`config.mk`:
```
export PLATFORM = sky130hd
export DESIGN_NAME = mux_scan_ctrl
export DESIGN_NICKNAME = d
export VERILOG_FILES = /design/src/rtl/mux_scan_ctrl.sv
export SDC_FILE = /design/constraint.sdc
export NUM_CORES = 1
export LEC_CHECK = 0
export BUFFER_PORTS_ARGS = -buffer_cell sky130_fd_sc_hd__buf_2
export CORE_MARGIN = 8
export CORE_UTILIZATION = 60
export CTS_CLUSTER_DIAMETER = 100
export DETAILED_ROUTE_END_ITERATION = 10
export HOLD_SLACK_MARGIN = 0.02
export PLACE_DENSITY = 0.84
export SLEW_MARGIN = 30
export SYNTH_ARGS = -nofsm -noshare
export SYNTH_HDL_FRONTEND = slang
export SYNTH_SLANG_ARGS = --single-unit
```
`constraint.sdc`:
```
create_clock -name clk -period 5.8 [get_ports clk]
set_clock_uncertainty 0.05 [all_clocks]
set_input_delay 1.16 -clock clk [delete_from_list [all_inputs] [get_ports clk]]
set_output_delay 1.16 -clock clk [all_outputs]
set_load 0.01 [all_outputs]
```
`src/rtl/mux_scan_ctrl.sv`:
```
// Scan controller for a 16:1 bit mux: walks the enabled channels in ascending
// order, waits SETTLE cycles on each, samples mux_out, and publishes one snapshot.
module mux_scan_ctrl #(
  parameter int unsigned SETTLE = 1
) (
  input  logic        clk,
  input  logic        rst,
  input  logic        start,
  input  logic [15:0] mask,
  input  logic        mux_out,
  output logic [3:0]  mux_sel,
  output logic        busy,
  output logic        done,
  output logic [15:0] snapshot,
  output logic [1:0]  dbg_state
);

  typedef enum logic [1:0] {
    S_IDLE   = 2'd0,
    S_SETTLE = 2'd1,
    S_SAMPLE = 2'd2
  } state_t;

  localparam logic [3:0] SETTLE_CNT = 4'(SETTLE);
  // With no settle time a channel is sampled on the edge right after selection.
  localparam state_t CH_STATE = (SETTLE == 0) ? S_SAMPLE : S_SETTLE;

  // Handshake: start is a level sampled each rising edge; it is accepted only
  // in IDLE (busy=0). done is a single-cycle pulse marking a new snapshot.

  state_t      state_q, state_d;
  logic [3:0]  mux_sel_q, mux_sel_d;
  logic [3:0]  cnt_q, cnt_d;
  logic [15:0] mask_q, mask_d;
  logic [15:0] scratch_q, scratch_d;
  logic [15:0] snapshot_q, snapshot_d;
  logic        done_q, done_d;

  logic [3:0]  first_ch;
  logic [3:0]  next_ch;
  logic        next_found;

  // Descending loops so the lowest qualifying index is the last one written.
  always_comb begin
    first_ch = 4'd0;
    for (int i = 15; i >= 0; i--) begin
      if (mask[i]) first_ch = 4'(i);
    end
  end

  always_comb begin
    next_ch    = 4'd0;
    next_found = 1'b0;
    for (int i = 15; i >= 0; i--) begin
      if (mask_q[i] && (i > int'(mux_sel_q))) begin
        next_ch    = 4'(i);
        next_found = 1'b1;
      end
    end
  end

  always_comb begin
    state_d    = state_q;
    mux_sel_d  = mux_sel_q;
    cnt_d      = cnt_q;
    mask_d     = mask_q;
    scratch_d  = scratch_q;
    snapshot_d = snapshot_q;
    done_d     = 1'b0;
    case (state_q)
      S_IDLE: begin
        if (start) begin
          if (mask != 16'h0000) begin
            mask_d    = mask;
            scratch_d = 16'h0000;
            mux_sel_d = first_ch;
            cnt_d     = SETTLE_CNT;
            state_d   = CH_STATE;
          end else begin
            snapshot_d = 16'h0000;
            done_d     = 1'b1;
          end
        end
      end
      S_SETTLE: begin
        cnt_d = cnt_q - 4'd1;
        if (cnt_q <= 4'd1) state_d = S_SAMPLE;
      end
      S_SAMPLE: begin
        scratch_d[mux_sel_q] = mux_out;
        if (next_found) begin
          mux_sel_d = next_ch;
          cnt_d     = SETTLE_CNT;
          state_d   = CH_STATE;
        end else begin
          snapshot_d = scratch_d;
          done_d     = 1'b1;
          state_d    = S_IDLE;
        end
      end
      default: state_d = S_IDLE;
    endcase
  end

  always_ff @(posedge clk or posedge rst) begin
    if (rst) begin
      state_q    <= S_IDLE;
      mux_sel_q  <= 4'd0;
      cnt_q      <= 4'd0;
      mask_q     <= 16'h0000;
      scratch_q  <= 16'h0000;
      snapshot_q <= 16'h0000;
      done_q     <= 1'b0;
    end else begin
      state_q    <= state_d;
      mux_sel_q  <= mux_sel_d;
      cnt_q      <= cnt_d;
      mask_q     <= mask_d;
      scratch_q  <= scratch_d;
      snapshot_q <= snapshot_d;
      done_q     <= done_d;
    end
  end

  assign mux_sel   = mux_sel_q;
  assign busy      = (state_q != S_IDLE);
  assign done      = done_q;
  assign snapshot  = snapshot_q;
  assign dbg_state = state_q;

endmodule
```
---- After elaboration in Yosys (flattened, before gate mapping) ----
Cells that the tools add are included.
W data, S select, Z words.
storage, ports and cells
  logic and storage cells ................. 134
  bits of input ports ..................... 20
  output and inout bits ................... 24
  flip-flop bits (word level) ............. 59
operators by class
  equal/unequal tests ..................... 8
  reduce and logical (&&, ||, !) cells .... 27
  add/sub/neg operators ................... 1
  muxes and demuxes ....................... 73
  $lt $le $gt $ge ......................... 18
operators by type and width
  operator               count
  $mux W4                37
  $mux W16               5
  $pmux W16 S2           2
  $gt A4 B4 Y1 const A   8
  $mux W1                20
  $bwmux W16             1
  $gt A3 B4 Y1 const A   4
  $logic_and A1 B1 Y1    16
  $reduce_bool A16 Y1    1
  $ne A2 B2 Y1 const B   6
  $pmux W4 S3            1
  $reduce_and A4 Y1      3
  $reduce_and A3 Y1      3
  $gt A2 B4 Y1 const A   2
  $pmux W4 S2            1
  $mux W2                3
  $pmux W2 S3            1
  $lt A4 B5 Y1 const B   1
  $demux W1 S4           1
  $ge A4 B1 Y1 const B   1
  $gt A1 B4 Y1 const A   1
  $le A4 B1 Y1 const B   1
  $reduce_bool A2 Y1     2
  $sub A4 B1 Y4 const B  1
  5 further kinds        5

---- Longest topological paths before layout ----
Gate-level depths: netlist of run 1.
  word-level depth ........................ 19
  gate-level depth with buffers ........... 9
  depth with buffers taken out ............ 6

---- Least setup slack after synthesis of run 1 ----
OpenSTA, ideal clock, no wires.
  path type ............................... input-to-reg
  from .................................... input port mask[8]
  to ...................................... register mask_q[10]
  cell stages on the path ................. 6
  required time ........................... 5625 ps
  slack ................................... 2966 ps
  arrival ................................. 2660 ps
  path buffers ............................ 1
  setup time .............................. 125 ps
  path through ............................ nor4_1 nand4_1 and2_1 nand2_1 buf_2 mux2_2
on the way
  longest elaborated chain between the ends .. 2
RTL lines
  what                                line  RTL
  start: declaration                  9     input logic [15:0] mask,
  $reduce_bool A16 Y1                 73    if (mask != 16'h0000) begin
  $reduce_and A3 Y1 (no source line)  --
  end signal: assignment              118   mask_q <= mask_d;
  end: declaration                    34    logic [15:0] mask_q, mask_d;
No other way between the ends.
A chain may end at the register's enable or synchronous reset.

---- Worst setup path in the final report of run 1 ----
  from .................................... register mux_sel_q[3], in the netlist mux_sel[3]
  to ...................................... register snapshot_q[9], in the netlist snapshot[9]
on the way
  longest elaborated chain between the ends .. 19
  elaborated cells between the ends (all ways) .. 55
  those cells by class .................... 17 x order compare; 1 x eq/ne; 20 x mux; 17 x reduce/logical
RTL lines
  what                                line  RTL
  start: declaration                  32    logic [3:0] mux_sel_q, mux_sel_d;
  start signal: assignment            116   mux_sel_q <= mux_sel_d;
  $gt A4 B4 Y1                        55    if (mask_q[i] && (i > int'(mux_sel_q))) begin
  $logic_and A1 B1 Y1                 55
  $mux W1 (15 in series)              55
  $ne A2 B2 Y1 (no source line)       --
  $reduce_and A4 Y1 (no source line)  --
  end signal: assignment              120   snapshot_q <= snapshot_d;
  end: declaration                    36    logic [15:0] snapshot_q, snapshot_d;
Several ways; a longest one is shown, not always the timed one. The select of a mux whose other input is x is not followed.

==> key figures, run 1 <==
Critical path
  – Required time of the worst setup path: just under 6 ns
  – CP Max Fanout: 24
  – Worst reg-to-reg setup slack: 2.89 ns
  – Crit Reg-Reg Startpoint: mux_sel[3]
  – FF-to-FF End: snapshot[9]
  – Crit path arrival time: about 3.1 ns
  – Capture point of the critical path: snapshot[9]
  – Beginning of the critical path: mux_sel[3]
  – Worst setup path class: flop to flop
  – Critical path startpoint category: flop
  – Type of destination of the critical path: flop
  – Length in cells of the worst reg-to-reg path: 6

Floorplanning
  – Starting Density: 61.1%
  – Core region area: 0.00544 sq mm
  – Die outline width: 90.4 microns
  – Top Ports: 44
  – Die boundary height: 90.4 microns
  – Die area: 0.00817 sq mm
  – Row Count: 27

Detailed routing
  – Vias: 2,735
  – Number of nets with antenna violations after detailed routing: 0
  – Number of detailed-route iterations in the first pass: 4
  – Avg Vias per Cell: 6.00
  – Final WL: between 7000 and 8000 microns
  – Per-cell routed wire length: 17.4 microns
  – Residual DRC count: 0
  – Detailed router's first-iteration violation count: 259

Synthesis
  – Post-synthesis sequential area ratio: 43.7%
  – Ys flop type: sky130_fd_sc_hd__dfrtp_1
  – Post-synthesis average cell area: roughly 9.7 sq um
  – Flops & latches, synth: 58
  – Most used standard cell by instance count after synthesis: sky130_fd_sc_hd__dfrtp_1
  – Most frequent cells after synthesis: 58 x sky130_fd_sc_hd__dfrtp_1, 43 x sky130_fd_sc_hd__nor2_1, 22 x sky130_fd_sc_hd__nand2_1, 17 x sky130_fd_sc_hd__inv_1, 17 x sky130_fd_sc_hd__o21ai_0
  – Yosys top cell by area: sky130_fd_sc_hd__dfrtp_1
  – Fraction of registers with async set or reset after synthesis: 100%
  – Number of library cell types mapped by synthesis: 58
  – Main area contributors after synthesis: sky130_fd_sc_hd__dfrtp_1 44%, sky130_fd_sc_hd__nor2_1 4.9%, sky130_fd_sc_hd__mux2_2 4.4%, sky130_fd_sc_hd__mux2_4 4.1%, sky130_fd_sc_hd__mux2i_1 3.9%
  – Mapped Area: 0.00332 sq mm
  – Post-synthesis instance total: approximately 340
  – Count of warnings emitted by yosys: 0
  – Nets in the synthesized netlist: 363
  – Number of enable flip-flop cells after synthesis: 0
  – Yosys top cell area share: between 40% and 50%

GRT
  – Maximum number of pins on one net before global-route repair: roughly 60
  – Vias in the first global route: 2,795
  – Grt ovf: 0
  – Global-route wire length before repair: 13,400 microns
  – Number of antenna violations at the first check in global routing: 0
  – Total track usage: 20.0%

Clocking
  – CTS Root Cell: sky130_fd_sc_hd__clkbuf_8
  – Bufs on Longest Clock Path: 2
  – Max H-tree Level: 3
  – CTS tree: yes
  – Reg clk slew, reported paths: 0.07 ns
  – CTS Buf Count: 9
  – Post-CTS Hold Buffers: 0
  – Latest clock arrival within the worst-skew pair: between 0.3 and 0.4 ns
  – Sink Count: 58
  – PostCTS Resize Cnt: 0
  – Buffers inserted during post-CTS setup optimization: 0

Pwr
  – Pwr per Cell Area: 466 mW/mm^2
  – Internal power: 1.01 mW
  – Leakage component of the power: 1.81 nW
  – Sequential share of power: 39.0%
  – Fraction of power spent switching nets: a little over two fifths
  – Relative contribution of combinational cells to total power: 39.5%
  – Total design power: ~1.7 mW
  – Net switching power of the design: about 0.73 mW
  – Highest ir drop seen on vdd: 285 uV
  – Part of the power in the clock network: a little over a fifth

Layout
  – Antenna Diode Count: 0
  – Number of non-filler instances in the completed layout: 456
  – Layout overhead on the synthesized area: 12.5%
  – Fraction of final layout cells sized beyond drive strength 1: 24.7%
  – Number of nets in the finished design: about 400
  – Final core area utilization: around 69%

STA
  – Final period utilization: 50.2%
  – Setup violation total in the final timing report: 0
  – Total negative setup slack: 0 ns
  – Period minus WS final: 2.91 ns
  – Maximum clock frequency: 0.343 GHz
  – Max-slew headroom at the worst pin: 45.8%
  – Hold Vio Cnt, Final: 0
  – Slew Viols, Final: 0
  – Unrepaired setup endpoints after global routing: false
  – Final critical-path setup slack: 2.89 ns
  – Transition time at the pin with the least slew margin: 0.813 ns

Place
  – Total of buffers placed on input and output ports: 43
  – Placed wire-length estimate after detailed placement: approximately 5500 microns
  – Worst slack, placed: roughly 2.6 ns
  – Cells after DPL: 440
  – Placer's final routability congestion estimate: 0.846

Run
  – Max-cap violations: 0

Status
  – Result of the run: finished, final reports clean

Hold path
  – Hold/Removal Path Class: flop to flop
==> through the flow <==
stage | hold slack (ns) | cell area (sq um)
final | 0.428 | 3740
after detailed placement | 0.415 | 3540
after floorplan | 0.399 | 3320
after global routing | 0.437 | 3740
after CTS | 0.429 | 3730
after global placement | 0.407 | 3540
==> critical path, cell delays in order, from the launching register on <==
cell	delay, ns
sky130_fd_sc_hd__dfrtp_1	0.67
sky130_fd_sc_hd__nor4_2	0.63
sky130_fd_sc_hd__a21oi_2	0.17
sky130_fd_sc_hd__nand4_2	0.20
sky130_fd_sc_hd__nor2_2	0.09
sky130_fd_sc_hd__o21ai_4	0.58
sky130_fd_sc_hd__mux2_1	0.39
==> metal layers <==
layer,vias to the layer above,share of wire [%],GRT usage (%)
met1,1332,43,24.5
li1,1301,-,-
met4,0,1.2,9.85
met2,91,49,32.7
met3,11,6.3,4.24
met5,-,0,0
==> final cells by class <==
cell class | instances | area [sq um]
Multi-Input combinational cell | 249 | 1710
Fill cell | 436 | 1700
Sequential cell | 58 | 1450
Timing Repair Buffer | 44 | 223
Clock buffer | 11 | 141
Tap cell | 72 | 90.1
Inverter | 17 | 63.8
Clock inverter | 5 | 53.8
==> power by group through the flow <==
stage / registers, mW / clock network, mW / logic, mW
CTS: 0.674 / 0.375 / 0.687
global placement: 0.677 / 0 / 0.648
detailed placement: 0.682 / 0 / 0.676
finish: 0.679 / 0.374 / 0.688
global route: 0.698 / 0.387 / 0.764
floorplan: 0.598 / 0 / 0.595
==> sequential cells by signal, summed over array words and instances, names as in the netlist <==
register   flops
done           1
mux_sel        4
scratch_q     16
mask_q        15
cnt_q          4
dbg_state      2
snapshot      16
==> layout by cell type (no fill, tap or decap), drive strengths merged, types with 6 or more instances in the layout <==
master	instances
a21oi	17
o31ai	6
nor2b	8
mux2	29
a21boi	6
dfrtp	58
o21ai	21
nor3	11
inv	17
buf	44
o22ai	8
mux2i	13
nand2	22
clkbuf	11
a21o	8
nor2	44
==> kinds of logic (layout without fill, tap and decap cells) <==
group                      Yosys count  after routing  share of synthesized area [%]
DFF                                 58             58                           43.7
AOI/OAI and AO/OA                   92             92                           19.1
xor gates and xnor gates             2              2                          0.527
buffers and inverters               34             77                           4.78
adders and majority gates            2              2                          0.753
and+or+nand+nor                    111            111                           16.4
muxes                               42             42                           14.8
==> worst min path at each step <==
stage	start	end	slack (ns)	cells past startpoint
floorplan	scratch_q[10]	scratch_q[10]	0.40	1
global placement	scratch_q[8]	scratch_q[8]	0.41	1
detailed placement	scratch_q[10]	scratch_q[10]	0.42	1
CTS	scratch_q[10]	scratch_q[10]	0.43	1
global route	scratch_q[6]	scratch_q[6]	0.44	1
finish	scratch_q[10]	scratch_q[10]	0.43	1
Note: power is estimated with default switching activity, not from simulation.
==> run 2: changes to the inputs <==
--- a/config.mk
+++ b/config.mk
@@ -7,11 +7,11 @@
 export LEC_CHECK = 0
 export BUFFER_PORTS_ARGS = -buffer_cell sky130_fd_sc_hd__buf_2
 export CORE_MARGIN = 8
-export CORE_UTILIZATION = 60
+export CORE_UTILIZATION = 52
 export CTS_CLUSTER_DIAMETER = 100
 export DETAILED_ROUTE_END_ITERATION = 10
 export HOLD_SLACK_MARGIN = 0.02
-export PLACE_DENSITY = 0.84
+export PLACE_DENSITY = 0.77
 export SLEW_MARGIN = 30
 export SYNTH_ARGS = -nofsm -noshare
 export SYNTH_HDL_FRONTEND = slang
==> constraint.sdc (replaced) <==
create_clock -name clk -period 2.36 [get_ports clk]
set_clock_uncertainty 0.05 [all_clocks]
set_input_delay 0.472 -clock clk [delete_from_list [all_inputs] [get_ports clk]]
set_output_delay 0.472 -clock clk [all_outputs]
set_load 0.01 [all_outputs]
==> run 2 against run 1 <==
Maximum frequency is 31% higher. Cell count rose by 5.3%. Critical path depth rose by 2. Utilization decreased by 5.5 points. Routed wire length rose by 3.7%. Sequential power grew 130%. Clock power grew to 2.9 times the previous value. Clock-buffer cell count up 1. Design area increased by 6.1%. Worst hold slack worse by 0.31 ns. Critical path type unchanged. Largest power group unchanged.
==> key figures, run 2 (same netlist as run 1, synthesis figures left out) <==
STA
  – Period minus WS final: 2.23 ns (-0.682 ns)
  – Maximum clock frequency: 0.448 GHz (+31%)
  – Hold Vio Cnt, Final: 0 (unchanged)
  – Final critical-path setup slack: 0.129 ns (-2.76 ns)
  – Unrepaired setup endpoints after global routing: false
  – Total negative setup slack: 0 ns (unchanged)
  – Max-slew headroom at the worst pin: 64.7% (+19 points)
  – Slew Viols, Final: 0 (unchanged)
  – Setup violation total in the final timing report: 0 (unchanged)
  – Transition time at the pin with the least slew margin: 0.530 ns (-0.283 ns)
  – Final period utilization: 94.5% (+44 points)

Clocking
  – Post-CTS Hold Buffers: 0 (unchanged)
  – Latest clock arrival within the worst-skew pair: 0.34 ns (about the same)
  – CTS Buf Count: 9 (unchanged)
  – Max H-tree Level: 3 (unchanged)
  – Reg clk slew, reported paths: 0.07 ns (about the same)
  – Bufs on Longest Clock Path: 2 (unchanged)
  – CTS Root Cell: sky130_fd_sc_hd__clkbuf_8
  – Sink Count: 58 (unchanged)
  – PostCTS Resize Cnt: 0 (unchanged)
  – CTS tree: yes
  – Buffers inserted during post-CTS setup optimization: 0 (unchanged)

Critical path
  – Critical path startpoint category: flop
  – Crit path arrival time: 2.40 ns (-0.69 ns)
  – Required time of the worst setup path: 2.53 ns (-3.44 ns)
  – Worst setup path class: flop to flop
  – CP Max Fanout: 17 (-29%)
  – FF-to-FF End: snapshot[11]
  – Crit Reg-Reg Startpoint: mux_sel[1]
  – Type of destination of the critical path: flop
  – Length in cells of the worst reg-to-reg path: 8 (+2)
  – Worst reg-to-reg setup slack: 0.13 ns (-2.76 ns)

Hold path
  – Hold/Removal Path Class: input pin to async pin

Floorplanning
  – Starting Density: 52.9% (-8.2 points)
  – Die area: 0.00920 sq mm (+13%)
  – Core region area: 0.00628 sq mm (+15%)
  – Die outline width: 95.9 microns (+6.1%)
  – Top Ports: 44 (unchanged)
  – Die boundary height: 95.9 microns (+6.1%)
  – Row Count: 29 (+7.4%)

Place
  – Placer's final routability congestion estimate: 0.942 (+11%)
  – Cells after DPL: 464 (+5.5%)
  – Worst slack, placed: -0.0663 ns (-2.67 ns)
  – Total of buffers placed on input and output ports: 43 (unchanged)
  – Placed wire-length estimate after detailed placement: 5960 microns (+9.0%)

Pwr
  – Leakage component of the power: 1.93 nW (+6.6%)
  – Highest ir drop seen on vdd: 689 uV (+140%)
  – Pwr per Cell Area: 1180 mW/mm^2 (+150%)

GRT
  – Maximum number of pins on one net before global-route repair: 24 (-59%)
  – Grt ovf: 0 (unchanged)
  – Vias in the first global route: 2,862 (+2.4%)
  – Global-route wire length before repair: 13,700 microns (+1.8%)
  – Total track usage: 19.2% (-0.84 points)
  – Number of antenna violations at the first check in global routing: 0 (unchanged)

Layout
  – Number of non-filler instances in the completed layout: 480 (+5.3%)
  – Layout overhead on the synthesized area: 19.4%
  – Fraction of final layout cells sized beyond drive strength 1: 28.5% (+3.8 points)
  – Number of nets in the finished design: 420 (+4.7%)
  – Most common cell after layout, fill and taps aside: sky130_fd_sc_hd__dfrtp_1
  – Final core area utilization: 63.2% (-5.5 points)
  – Commonest cells after routing, fill and taps aside: 57 x sky130_fd_sc_hd__dfrtp_1, 43 x sky130_fd_sc_hd__nor2_1, 43 x sky130_fd_sc_hd__buf_2
  – Antenna Diode Count: 0 (unchanged)

Detailed routing
  – Per-cell routed wire length: 17.2 microns (-1.4%)
  – Number of detailed-route iterations in the first pass: 7 (+3)
  – Vias: 2,848 (+4.1%)
  – Final WL: 8250 microns (+3.7%)
  – Avg Vias per Cell: 5.93 (-1.1%)
  – Residual DRC count: 0 (unchanged)
  – Detailed router's first-iteration violation count: 266 (+2.7%)
  – Number of nets with antenna violations after detailed routing: 0 (unchanged)

Run
  – Max-cap violations: 0 (unchanged)

Status
  – Result of the run: finished, final reports clean
## run 2: cell types whose count changed in the layout (fill, tap and decap cells not counted), moves of 2 or more
cell	before	now
sky130_fd_sc_hd__buf_12	0	3
sky130_fd_sc_hd__clkbuf_8	10	12
sky130_fd_sc_hd__buf_4	1	17
sky130_fd_sc_hd__clkinv_2	3	1
## run 2: final cells by class
type	count	area, sq um
clock buffers	12	165
clock inverters	4	72.6
fillers	512	2310
inverters	17	63.8
multi-input cells	249	1710
flip-flops and latches	58	1450
well taps	77	96.3
repair buffers	63	403
## run 2: routing by layer
metal  share of wire (%)  GRT usage (%)  wire length [microns]  vias up
li1                    -              -                      -     1338
met2                  47           29.9                   3840      119
met5                   0              0                      0        -
met3                 5.8           4.21                    478       12
met1                  45           25.4                   3750     1379
met4                 2.1           7.55                    174        0
## run 2: where the power goes
group | switching [mW] | internal, mW
sequential | 0.322 | 1.25
clock | 0.409 | 0.679
combinational | 1.13 | 0.909
## run 2: stage by stage
step | hold slack [ns] | cell area (sq um) | total power [mW]
after CTS | 0.116 | 3960 | 4.67
final | 0.114 | 3970 | 4.69
after global routing | 0.150 | 3970 | 4.99
after global placement | 0.407 | 3730 | 3.52
after detailed placement | 0.416 | 3730 | 3.58
after floorplan | 0.399 | 3320 | 2.93
## run 2: worst max path at each step
stage | from | to | slack [ns] | cells after the start
floorplan | mux_sel[3] | snapshot[0] | 0.18 | 7
CTS | mux_sel[2] | snapshot[10] | 0.1 | 7
detailed placement | mask[1] | scratch_q[14] | -0.07 | 7
finish | mux_sel[1] | snapshot[11] | 0.13 | 8
global route | mux_sel[1] | snapshot[10] | 0.003 | 8
global placement | mask[6] | scratch_q[4] | 0.02 | 7
## run 2: critical path, stage by stage (launching register included)
cell and delay [ns]:
sky130_fd_sc_hd__dfrtp_1 0.48, sky130_fd_sc_hd__buf_12 0.20, sky130_fd_sc_hd__nor4_2 0.33, sky130_fd_sc_hd__a21oi_2 0.14
sky130_fd_sc_hd__nand4_2 0.15, sky130_fd_sc_hd__nor2_2 0.08, sky130_fd_sc_hd__o21ai_4 0.17, sky130_fd_sc_hd__buf_12 0.18
sky130_fd_sc_hd__mux2_1 0.33
==> run 3: changes to the inputs <==
--- a/config.mk
+++ b/config.mk
@@ -7,11 +7,13 @@
 export LEC_CHECK = 0
 export BUFFER_PORTS_ARGS = -buffer_cell sky130_fd_sc_hd__buf_2
 export CORE_MARGIN = 8
-export CORE_UTILIZATION = 52
+export CORE_UTILIZATION = 54
+export CTS_BUF_LIST = sky130_fd_sc_hd__clkbuf_2
 export CTS_CLUSTER_DIAMETER = 100
 export DETAILED_ROUTE_END_ITERATION = 10
+export GPL_TIMING_DRIVEN = 0
 export HOLD_SLACK_MARGIN = 0.02
-export PLACE_DENSITY = 0.77
+export PLACE_DENSITY = 0.79
 export SLEW_MARGIN = 30
 export SYNTH_ARGS = -nofsm -noshare
 export SYNTH_HDL_FRONTEND = slang
==> run 3 against run 2 <==
Routed wire length down 3.8%. Worst hold slack better by 0.084 ns. Combinational power about the same. Largest power group unchanged. Highest routed layer unchanged.
==> key figures, run 3 (same netlist as run 1, synthesis figures left out) <==
Place
  – Placed cell areas: 0.00366 sq mm (-1.9%)
  – Placed wire-length estimate after detailed placement: 5790 microns (-2.8%)
  – Total of buffers placed on input and output ports: 42 (-2.3%)
  – Worst slack, placed: -0.219 ns (-0.153 ns)
  – Placer's final routability congestion estimate: 0.873 (-7.4%)

Detailed routing
  – Number of detailed-route iterations in the first pass: 5 (-2)
  – Per-cell routed wire length: 16.5 microns (-4.0%)
  – Residual DRC count: 0 (unchanged)
  – Detailed router's first-iteration violation count: 259 (-2.6%)
  – Number of nets with antenna violations after detailed routing: 0 (unchanged)
  – Vias: 2,830 (-0.63%)
  – Avg Vias per Cell: 5.88 (-0.84%)
  – Final WL: 7930 microns (-3.8%)

GRT
  – Grt ovf: 0 (unchanged)
  – Maximum number of pins on one net before global-route repair: 50 (+110%)
  – Number of antenna violations at the first check in global routing: 0 (unchanged)
  – Vias in the first global route: 2,800 (-2.2%)
  – Total track usage: 18.5% (-0.68 points)
  – Global-route wire length before repair: 13,000 microns (-4.9%)

Floorplanning
  – Row Count: 28 (-3.4%)
  – Die boundary height: 94.4 microns (-1.6%)
  – Top Ports: 44 (unchanged)
  – Die outline width: 94.4 microns (-1.6%)
  – Starting Density: 56.1% (+3.2 points)
  – Core region area: 0.00592 sq mm (-5.7%)
  – Die area: 0.00892 sq mm (-3.1%)

Critical path
  – Beginning of the critical path: dbg_state[0]
  – Type of destination of the critical path: flop
  – Crit Reg-Reg Startpoint: dbg_state[0]
  – Critical path startpoint category: flop
  – Crit path arrival time: 2.63 ns (+0.23 ns)
  – CP Max Fanout: 8 (-9)
  – Required time of the worst setup path: 2.69 ns (+0.16 ns)
  – Worst setup path class: flop to flop

Layout
  – FF+latch area: 0.00146 sq mm (+0.26%)
  – Final core area utilization: 64.8% (+1.7 points)
  – Fraction of final layout cells sized beyond drive strength 1: 28.1% (-0.46 points)
  – Number of nets in the finished design: 423 (+0.71%)
  – Commonest cells after routing, fill and taps aside: 54 x sky130_fd_sc_hd__dfrtp_1, 46 x sky130_fd_sc_hd__buf_2, 42 x sky130_fd_sc_hd__nor2_1
  – Filler instances: 479 (-6.4%)
  – Most common cell after layout, fill and taps aside: sky130_fd_sc_hd__dfrtp_1
  – Area occupied by multi-input gates: 0.00173 sq mm (+1.2%)
  – Layout overhead on the synthesized area: 15.6%
  – Antenna Diode Count: 0 (unchanged)
  – Final cell area excluding filler cells: 0.00384 sq mm (-3.2%)

STA
  – Period minus WS final: 2.30 ns (+0.0669 ns)
  – Transition time at the pin with the least slew margin: 0.589 ns (+0.0594 ns)
  – Final critical-path setup slack: 0.0622 ns (-0.0669 ns)
  – Slew Viols, Final: 0 (unchanged)
  – Max-slew headroom at the worst pin: 60.6% (-4.1 points)
  – Unrepaired setup endpoints after global routing: true
  – Final period utilization: 97.4% (+2.8 points)
  – Hold Vio Cnt, Final: 0 (unchanged)
  – Setup violation total in the final timing report: 0 (unchanged)
  – Maximum clock frequency: 0.435 GHz (-2.9%)

Run
  – Max-cap violations: 0 (unchanged)

Pwr
  – Highest ir drop seen on vdd: 590 uV (-14%)
  – Pwr per Cell Area: 1090 mW/mm^2 (-7.9%)
  – Leakage component of the power: 1.86 nW (-3.6%)
  – Total design power: 4.18 mW (-11%)

Clocking
  – CTS Root Cell: sky130_fd_sc_hd__clkbuf_2
  – Max H-tree Level: 3 (unchanged)
  – Reg clk slew, reported paths: 0.17 ns (+0.10 ns)
  – CTS Buf Count: 9 (unchanged)
  – CTS tree: yes
  – Sink Count: 58 (unchanged)
  – Latest clock arrival within the worst-skew pair: 0.49 ns (+0.15 ns)
  – Bufs on Longest Clock Path: 2 (unchanged)

Hold path
  – Hold_sp: mask[15]
  – Hold/Removal Path Class: input pin to flop

Status
  – Result of the run: finished, final reports clean
run 3: layout make-up:
| type | count | area share [%] |
|---|---|---|
| tap | 75 | 2.44 |
| multi-input combinational | 249 | 45.1 |
| sequential | 58 | 37.9 |
| clock buffer | 10 | 1.30 |
| clock inverter | 6 | 1.50 |
| buffer | 17 | 2.54 |
| timing repair buffer | 49 | 7.43 |
| inverter | 17 | 1.73 |
run 3: per-layer routing:
layer | GRT usage (%) | share of wire, %
met3 | 3.17 | 5.5
met2 | 29.1 | 45
met1 | 24.2 | 47
met5 | 0 | 0
met4 | 8.45 | 2.1
run 3: final timing paths:
| check | endpoint | slack, ns | cells after the start |
|---|---|---|---|
| min in group asynchronous | mask_q[5] | 0.37 | 3 |
| max in group asynchronous | scratch_q[8] | 1.39 | 4 |
| hold / removal | mask_q[15] | 0.20 | 2 |
| setup reg to reg | snapshot[10] | 0.06 | 9 |
| setup / recovery | snapshot[10] | 0.06 | 9 |
| hold reg to reg | scratch_q[14] | 0.45 | 1 |
run 3: what timing repair did:
action / CTS / global route
hold buffers: 1 / 0
pin swaps: 3 / 1
gates resized for setup: 4 / 7
buffers inserted: 0 / 5
hold endpoints to repair: 9 / 0
endpoints found under the setup margin: 9 / 16
run 3: stage by stage:
| stage | std cells | hold WS, ns | TNS [ns] |
|---|---|---|---|
| 2_1_floorplan | 341 | 0.399 | 0 |
| 3_3_place_gp | 458 | 0.407 | -21.48 |
| 3_5_place_dp | 459 | 0.346 | -2.76 |
| 4_1_cts | 476 | 0.177 | 0 |
| 5_1_grt | 481 | 0.177 | -0.221 |
| 6_report | 481 | 0.198 | 0 |
run 3: power breakdown:
part           switching [mW]  total, mW  internal (mW)  leakage [nW]
Clock                   0.378      0.620          0.242        0.0715
Combinational            1.19       2.06          0.862          1.03
Sequential              0.259       1.51           1.25         0.756
Total                    1.83       4.18           2.35          1.86
run 3: worst max-delay path: stages (launching register included):
cell,delay (ns)
sky130_fd_sc_hd__dfrtp_1,0.41
sky130_fd_sc_hd__buf_2,0.16
sky130_fd_sc_hd__nand2b_1,0.16
sky130_fd_sc_hd__clkbuf_1,0.19
sky130_fd_sc_hd__a21oi_2,0.24
sky130_fd_sc_hd__nand4_4,0.20
sky130_fd_sc_hd__nor2_2,0.21
sky130_fd_sc_hd__o21ai_4,0.11
sky130_fd_sc_hd__buf_4,0.16
sky130_fd_sc_hd__mux2_1,0.30
